==> config.mk <==
export PLATFORM = sky130hd
export DESIGN_NAME = ram_pattern_tester
export DESIGN_NICKNAME = d
export VERILOG_FILES = /design/src/rtl/ram_pattern_tester.sv
export SDC_FILE = /design/constraint.sdc
export NUM_CORES = 1
export LEC_CHECK = 0
export ABC_AREA = 1
export CAP_MARGIN = 0
export CORE_ASPECT_RATIO = 0.9
export CORE_MARGIN = 3
export CORE_UTILIZATION = 60
export CTS_BUF_LIST = sky130_fd_sc_hd__clkbuf_8
export CTS_CLUSTER_SIZE = 12
export DETAILED_ROUTE_END_ITERATION = 10
export HOLD_SLACK_MARGIN = 0.05
export PLACE_DENSITY = 0.88
export SLEW_MARGIN = 0
export SYNTH_ARGS = -nofsm -noshare
export SYNTH_HDL_FRONTEND = slang
export SYNTH_SLANG_ARGS = --single-unit
==> constraint.sdc <==
create_clock -name clk -period 6.4 [get_ports clk]
set_input_delay 1.28 -clock clk [delete_from_list [all_inputs] [get_ports clk]]
set_output_delay 1.28 -clock clk [all_outputs]
set_load 0.02 [all_outputs]
==> src/rtl/ram_pattern_tester.sv <==
// ram_pattern_tester: fills a block RAM with a selectable pattern, reads it back
// for a programmable number of passes and records mismatch statistics
// (saturating count, sticky flag, first failing address and data).
//
// state   | meaning
// --------+-----------------------------------------------------------
// S_IDLE  | waiting for start; results of the last test are held
// S_WRITE | writing p(address) to every address, one per cycle
// S_READ  | reading every address each pass, compares launched
// S_FLUSH | RD_LAT cycles letting in-flight compares retire
// S_DONE  | one-cycle done pulse, then back to idle
module ram_pattern_tester #(
  parameter int DATA_W = 8,
  parameter int ADDR_W = 10,
  parameter int RD_LAT = 2,
  parameter int ERR_W  = 16
) (
  input  logic              clk,
  input  logic              reset,
  input  logic              start,
  input  logic [1:0]        mode,
  input  logic [7:0]        passes,
  output logic [ADDR_W-1:0] address,
  output logic              wren,
  output logic [DATA_W-1:0] data_to_write,
  input  logic [DATA_W-1:0] q,
  output logic              busy,
  output logic              done,
  output logic              error_flag,
  output logic [ERR_W-1:0]  error_count,
  output logic [ADDR_W-1:0] first_fail_addr,
  output logic [DATA_W-1:0] first_fail_data
);

  typedef enum logic [2:0] {S_IDLE, S_WRITE, S_READ, S_FLUSH, S_DONE} state_t;

  localparam logic [ADDR_W-1:0] ADDR_MAX   = '1;
  localparam logic [ADDR_W-1:0] ADDR_ONE   = {{(ADDR_W-1){1'b0}}, 1'b1};
  localparam logic [ERR_W-1:0]  ERR_MAX    = '1;
  localparam logic [ERR_W-1:0]  ERR_ONE    = {{(ERR_W-1){1'b0}}, 1'b1};
  localparam logic [2:0]        FLUSH_INIT = 3'(RD_LAT - 1);

  // Expected word for address a under pattern m.
  function automatic logic [DATA_W-1:0] pattern(input logic [1:0] m, input logic [ADDR_W-1:0] a);
    logic [DATA_W-1:0]        cb;
    logic [DATA_W+ADDR_W-1:0] ext;
    logic [DATA_W-1:0]        res;
    // MSB-first 1010... on even addresses, inverted on odd ones
    for (int i = 0; i < DATA_W; i++) cb[i] = (((DATA_W - 1 - i) % 2) == 0) ^ a[0];
    ext = {{DATA_W{1'b0}}, a};
    case (m)
      2'd0:    res = cb;
      2'd1:    res = ~cb;
      2'd2:    res = ext[DATA_W-1:0];
      default: res = {{(DATA_W-1){1'b0}}, 1'b1} << (int'(a) % DATA_W);
    endcase
    return res;
  endfunction

  state_t              state_q, state_d;
  logic [ADDR_W-1:0]   addr_q, addr_d;
  logic [1:0]          mode_q, mode_d;
  logic [7:0]          pass_left_q, pass_left_d;
  logic [2:0]          flush_q, flush_d;
  logic [RD_LAT-1:0]   vld_q, vld_d;
  logic [DATA_W-1:0]   exp_q [RD_LAT];
  logic [DATA_W-1:0]   exp_d [RD_LAT];
  logic [ADDR_W-1:0]   paddr_q [RD_LAT];
  logic [ADDR_W-1:0]   paddr_d [RD_LAT];
  logic [ERR_W-1:0]    err_cnt_q, err_cnt_d;
  logic                err_flag_q, err_flag_d;
  logic [ADDR_W-1:0]   ffa_q, ffa_d;
  logic [DATA_W-1:0]   ffd_q, ffd_d;
  logic                clear_res;
  logic                mismatch;
  logic [DATA_W-1:0]   cur_pat;

  assign cur_pat = pattern(mode_q, addr_q);

  // Sequencer: next state, address walk, pass and flush counters.
  always_comb begin
    state_d     = state_q;
    addr_d      = addr_q;
    mode_d      = mode_q;
    pass_left_d = pass_left_q;
    flush_d     = flush_q;
    clear_res   = 1'b0;
    case (state_q)
      S_IDLE: begin
        if (start) begin
          state_d     = S_WRITE;
          addr_d      = '0;
          mode_d      = mode;
          pass_left_d = (passes == 8'd0) ? 8'd1 : passes;
          clear_res   = 1'b1;
        end
      end
      S_WRITE: begin
        addr_d = addr_q + ADDR_ONE;
        if (addr_q == ADDR_MAX) state_d = S_READ;
      end
      S_READ: begin
        addr_d = addr_q + ADDR_ONE;
        if (addr_q == ADDR_MAX) begin
          if (pass_left_q == 8'd1) begin
            state_d = S_FLUSH;
            flush_d = FLUSH_INIT;
          end else begin
            pass_left_d = pass_left_q - 8'd1;
          end
        end
      end
      S_FLUSH: begin
        if (flush_q == 3'd0) state_d = S_DONE;
        else                 flush_d = flush_q - 3'd1;
      end
      S_DONE:  state_d = S_IDLE;
      default: state_d = S_IDLE;
    endcase
  end

  // Compare pipeline: valid, expected word and address travel alongside the RAM read.
  always_comb begin
    vld_d[0]   = (state_q == S_READ);
    exp_d[0]   = cur_pat;
    paddr_d[0] = addr_q;
    for (int i = 1; i < RD_LAT; i++) begin
      vld_d[i]   = vld_q[i-1];
      exp_d[i]   = exp_q[i-1];
      paddr_d[i] = paddr_q[i-1];
    end
  end

  assign mismatch = vld_q[RD_LAT-1] && (q != exp_q[RD_LAT-1]);

  // Result bookkeeping: cleared on an accepted start, updated on each mismatch.
  always_comb begin
    err_cnt_d  = err_cnt_q;
    err_flag_d = err_flag_q;
    ffa_d      = ffa_q;
    ffd_d      = ffd_q;
    if (clear_res) begin
      err_cnt_d  = '0;
      err_flag_d = 1'b0;
      ffa_d      = '0;
      ffd_d      = '0;
    end else if (mismatch) begin
      if (err_cnt_q != ERR_MAX) err_cnt_d = err_cnt_q + ERR_ONE;
      err_flag_d = 1'b1;
      if (!err_flag_q) begin
        ffa_d = paddr_q[RD_LAT-1];
        ffd_d = q;
      end
    end
  end

  // All state registers; reset aborts any test and zeroes results.
  always_ff @(posedge clk or posedge reset) begin
    if (reset) begin
      state_q     <= S_IDLE;
      addr_q      <= '0;
      mode_q      <= '0;
      pass_left_q <= '0;
      flush_q     <= '0;
      vld_q       <= '0;
      for (int i = 0; i < RD_LAT; i++) begin
        exp_q[i]   <= '0;
        paddr_q[i] <= '0;
      end
      err_cnt_q  <= '0;
      err_flag_q <= 1'b0;
      ffa_q      <= '0;
      ffd_q      <= '0;
    end else begin
      state_q     <= state_d;
      addr_q      <= addr_d;
      mode_q      <= mode_d;
      pass_left_q <= pass_left_d;
      flush_q     <= flush_d;
      vld_q       <= vld_d;
      for (int i = 0; i < RD_LAT; i++) begin
        exp_q[i]   <= exp_d[i];
        paddr_q[i] <= paddr_d[i];
      end
      err_cnt_q  <= err_cnt_d;
      err_flag_q <= err_flag_d;
      ffa_q      <= ffa_d;
      ffd_q      <= ffd_d;
    end
  end

  assign address         = addr_q;
  assign wren            = (state_q == S_WRITE);
  assign data_to_write   = (state_q == S_WRITE) ? cur_pat : '0;
  assign busy            = (state_q == S_WRITE) || (state_q == S_READ) || (state_q == S_FLUSH);
  assign done            = (state_q == S_DONE);
  assign error_flag      = err_flag_q;
  assign error_count     = err_cnt_q;
  assign first_fail_addr = ffa_q;
  assign first_fail_data = ffd_q;

endmodule

-- Yosys cells after proc, flatten, opt, wreduce, memory -nomap -nowiden
Cells that the tools add are included.
- bitwise logic cells: 2
- mux-type cells: 32
- shift-type cells: 1
- equal/unequal tests: 18
- add/subtract/negate cells: 4
- reductions and logical operators: 20
- operators with widths (operator ; number):
    8-bit two-way mux ; 8
    16-bit two-way mux ; 3
    10-bit two-way mux ; 4
    3-bit two-way mux ; 8
    8-bit one-hot mux with 3 select lines ; 1
    10-bit one-hot mux with 2 select lines ; 1
    16-bit by 1-bit adder with 16-bit output (second input constant) ; 1
    16-bit inequality test (second input constant) ; 1
    8-bit one-hot mux with 2 select lines ; 1
    3-bit one-hot mux with 4 select lines ; 1
    10-bit by 1-bit adder with 10-bit output (second input constant) ; 1
    10-bit == test (second input constant) ; 1
    2-bit nonzero test ; 5
    8-bit by 1-bit == test with 1-bit output (second input constant) ; 1
    8-bit logical NOT ; 1
    2-bit by 1-bit inequality test with 1-bit output (second input constant) ; 4
    2-bit inequality test (second input constant) ; 4
    8-bit inequality test ; 1
    8-bit NOT ; 1
    2-bit AND reduction ; 4
    4-bit AND reduction ; 2
    1-bit by 3-bit << shifter with 8-bit output (first input constant) ; 1
    8-bit by 1-bit subtractor with 8-bit output (second input constant) ; 1
    3-bit by 2-bit == test with 1-bit output (second input constant) ; 2
    other kinds (14) ; 19
- flip-flop bits (word level): 99
- word-level logic and storage cells: 91
- output and inout port bits: 56
- bits of input ports: 21

-- Logic depth before layout (Yosys ltp)
- depth after elaboration: 4
- gate-level depth with buffers: 12
- depth with buffers taken out: 11

-- Worst setup path before layout
OpenSTA, ideal clock, no wires.
- path kind: register -> output
- from: register addr_q[0], in the netlist address[0]
- to: output port data_to_write[7]
- slack: 3813 ps
- arrival time: 1307 ps
- cell stages (with the launch flop): 7
- data required time: 5120 ps
- path buffers: 0
- cells stage by stage: dfrtp_1 > ha_1 > ha_1 > nand2_1 > o21ai_0 > inv_1 > a21oi_1
- longest elaborated chain between the ends: 4
- elaborated cells between the ends (all ways): 5
- classes of those cells: shift (1); mux (2); bitwise (2)
- ends and longest elaborated chain (item ; line ; source):
    from (decl) ; 61 ; logic [ADDR_W-1:0] addr_q, addr_d;
    from (signal assigned) ; 176 ; addr_q <= addr_d;
    1-bit NOT (no line) ; - ;
    8-bit NOT ; 53 ; 2'd1: res = ~cb;
    8-bit one-hot mux with 3 select lines (*) ; 51 ; case (m)
    8-bit two-way mux (*) ; 194 ; assign data_to_write = (state_q == S_WRITE) ? cur_pat : '0;
    to (decl) ; 25 ; output logic [DATA_W-1:0] data_to_write,
Mark *: on every way between the ends. The rest lies on a longest branch, timed or not.

-- Final worst setup path
- from: register state_q[1]
- to: output port busy
- longest elaborated chain between the ends: 3
- elaborated cells between the ends (all ways): 5
- classes of those cells: eq/ne (3); reduce/logical (2)
- ends and longest elaborated chain (item ; line ; source):
    from (decl) ; 60 ; state_t state_q, state_d;
    from (signal assigned) ; 175 ; state_q <= state_d;
    3-bit by 1-bit == test with 1-bit output or 3-bit by 2-bit == test with 1-bit output (tied branches) ; 195 ; assign busy = (state_q == S_WRITE) || (state_q == S_READ) || (state_q == S_FLUSH);
    1-bit logical OR ; 195 ;
    1-bit logical OR (*) ; 195 ;
    to (decl) ; 27 ; output logic busy,
Marks and branches as above.

==> impl_metrics.yaml <==
setup_path:
  r2r_cells: 7
  crit_fanout: 10
  critPathKind: "reg2out"
  r2r_slack_ps: 3810
  cp.arrival_ps: 2470
  rr_endpoint: "address[6]$_DFFE_PP0P_"
  crit_required_ps: 5120
  reg2reg_from: "state_q[0]$_DFFE_PP0P_"
  endpoint_kind: "output port"
  cp-start-kind: "flop"
grt:
  grt_use_total: 0.265
  first_global_vias: 4174
  grt_max_degree: 81
  grt_pass1_wl_um: 19300
  grt_remaining_overflow: 0
  antenna_found_initial: 0
cts:
  post-cts-setup-buffers: 0
  cts_tree: "built"
  cts_buffer_depth: 2
  cts_resized: 0
  cts-root-buf: "clkbuf_8"
  insertion_delay_ps: 380
  h-tree-depth: 3
  clkTransAtPathRegs_ps: 110
  cts_buffers: 9
  hold_buffers: 0
  numClockSinks: 99
cells_and_area:
  diodes: 0
  layout_common_cells: "nand2_1 (182), dfrtp_1 (99), clkdlybuf4s50_1 (76)"
  stdcell_count: 747
  layout-drive-gt1-share: 0.0538
  regArea_um2: 2480
  fillers: 559
  design_area_um2: 5780
  multiInputGateArea_um2: 1960
  fin_nets: 678
  syn2layout_area_growth_pct: 20.2
  layout_commonest_cell: "nand2_1"
placed_design:
  numPortBuffers: 76
  dp_cells: 731
  dpl.hpwl_um: 8130
  place_area_um2: 5560
  gp_congestion: 0.878
drt:
  drt_wl_total_um: 11300
  dr.first_iter.drc_count: 305
  via_per_inst: 5.56
  ant_nets: 0
  drc: 0
  vias: 4155
  drt_pre_antenna_iters: 5
  wire_per_inst_um: 15.2
floorplanning:
  rows: 30
  die_width_um: 100
  die_h_um: 90.9
  core-area_um2: 7660
  initial_core_util: 0.628
  io_pins: 77
  dieArea_um2: 9120
yosys:
  synth-seq-cells: 99
  ys_async_sr_fraction: 1.00
  synthCells: 579
  ys_seq_area_frac: 0.515
  ys_warn_count: 0
  syn_nets: 611
  syn_area_um2: 4810
  synth_flop_cell: "dfrtp_1"
  synth-edff-count: 0
  synthDistinctLibCells: 33
  syn_avg_cell_area_um2: 8.30
min_path:
  hold_start: "exp_d[1]$_DFF_PP0_"
  worstHoldPathType: "reg2reg"
  whs_endpoint: "exp_q[1]$_DFF_PP0_"
  hold_path_depth: 0
sta:
  skew_ps: 14.4
  worst_pin_slew_ps: 969
  finalSetupViolations: 0
  period_needed_ps: 3750
  rsz0062_at_grt: "false"
  whs_ps: 352
  hold_viol_final: 0
  maxSlewViolCount: 0
  fmax_mhz: 267
  finalCritPeriodShare: 0.585
  relSlewSlack: 0.354
  fin_setup_tns_ps: 0
outcome:
  outcome: "completed"
pwr:
  cellLeakagePower_nw: 2.78
  fin_total_pwr_w: 0.00132
  ir_drop_v: 0.000121
  powerDensity_nw_per_um2: 229
job:
  cap_violations: 0
-- synth_stat cells (all sizes together), types with 2 or more instances --
cell	n	area (um^2)
o21ai	29	145
xor2	7	61.3
a31oi	6	37.5
nand2	186	713
a21oi	7	35.0
dfrtp	99	2480
nor2	48	213
nand4	11	83.8
xnor2	7	61.3
buf	20	133
ha	11	138
nand3	69	365
o22ai	3	18.8
o21bai	3	22.5
nor3	5	25.0
or2	2	12.5
inv	60	225
-- stage by stage --
step | utilization | worst slack [ps]
floorplan | - | 2530
global placement | 0.726 | 2770
detailed placement | 0.726 | 2640
CTS | 0.755 | 2680
global route | 0.755 | 2460
finish | 0.755 | 2650
-- per-layer routing --
layer / share of wire / global-route usage / up-vias
met5: 0 / 0 / -
met4: 0.022 / 0.108 / 0
met3: 0.070 / 0.0525 / 25
met2: 0.51 / 0.443 / 171
met1: 0.40 / 0.335 / 1989
li1: - / - / 1970
-- registers in the layout, summed over array words and instances, names as in the netlist --
signal / count
pass_left_q: 8
error_count: 16
error_flag: 1
first_fail_addr: 10
mode_q: 2
vld_q: 2
exp_q: 8
flush_q: 3
first_fail_data: 8
paddr_d: 10
paddr_q: 10
state_q: 3
address: 10
exp_d: 8
-- how the worst max path moves through the flow --
| stage | to | slack (ps) | startpoint | cells past startpoint |
|---|---|---|---|---|
| 2_1_floorplan | address[0]$_DFFE_PP0P_ | 2530 | reset | 1 |
| 3_3_place_gp | first_fail_data[1]$_DFFE_PP0P_ | 2770 | start | 6 |
| 3_5_place_dp | first_fail_addr[4]$_DFFE_PP0P_ | 2640 | start | 6 |
| 4_1_cts | busy | 2680 | state_q[1]$_DFFE_PP0P_ | 6 |
| 5_1_grt | busy | 2460 | state_q[1]$_DFFE_PP0P_ | 6 |
| 6_report | busy | 2650 | state_q[1]$_DFFE_PP0P_ | 6 |
-- power breakdown --
group	switching (W)	internal, W	leakage, nW
Combinational	0.000114	0.0000970	1.46
Sequential	0.0000332	0.000647	1.21
Clock	0.000242	0.000191	0.107
Total	0.000389	0.000935	2.78
-- cells by family (layout without fill, tap and decap cells) --
family          Yosys count  in the layout  share of synthesized area
buf+inv                  82            154                     0.0760
mux                       1              1                    0.00208
fa+ha+maj                11             11                     0.0286
compound gates           50             50                     0.0570
xor+xnor                 14             14                     0.0255
flops                    99             99                      0.515
simple gates            322            322                      0.295
-- worst max-delay path, cell delays in order (launching register included) --
cell	delay, ps
dfrtp_1	420
inv_1	170
nand3_2	240
nand2_1	350
inv_1	190
nand2_1	110
clkdlybuf4s50_1	600
-- cell type report --
cell class | count | area share
clock buffer | 9 | 0.0214
clock inverter | 7 | 0.0162
sequential | 99 | 0.429
timing repair buffer | 77 | 0.133
inverter | 61 | 0.0401
tap | 96 | 0.0208
multi-input combinational | 398 | 0.340
No activity file was read; power rests on OpenSTA's default activity.
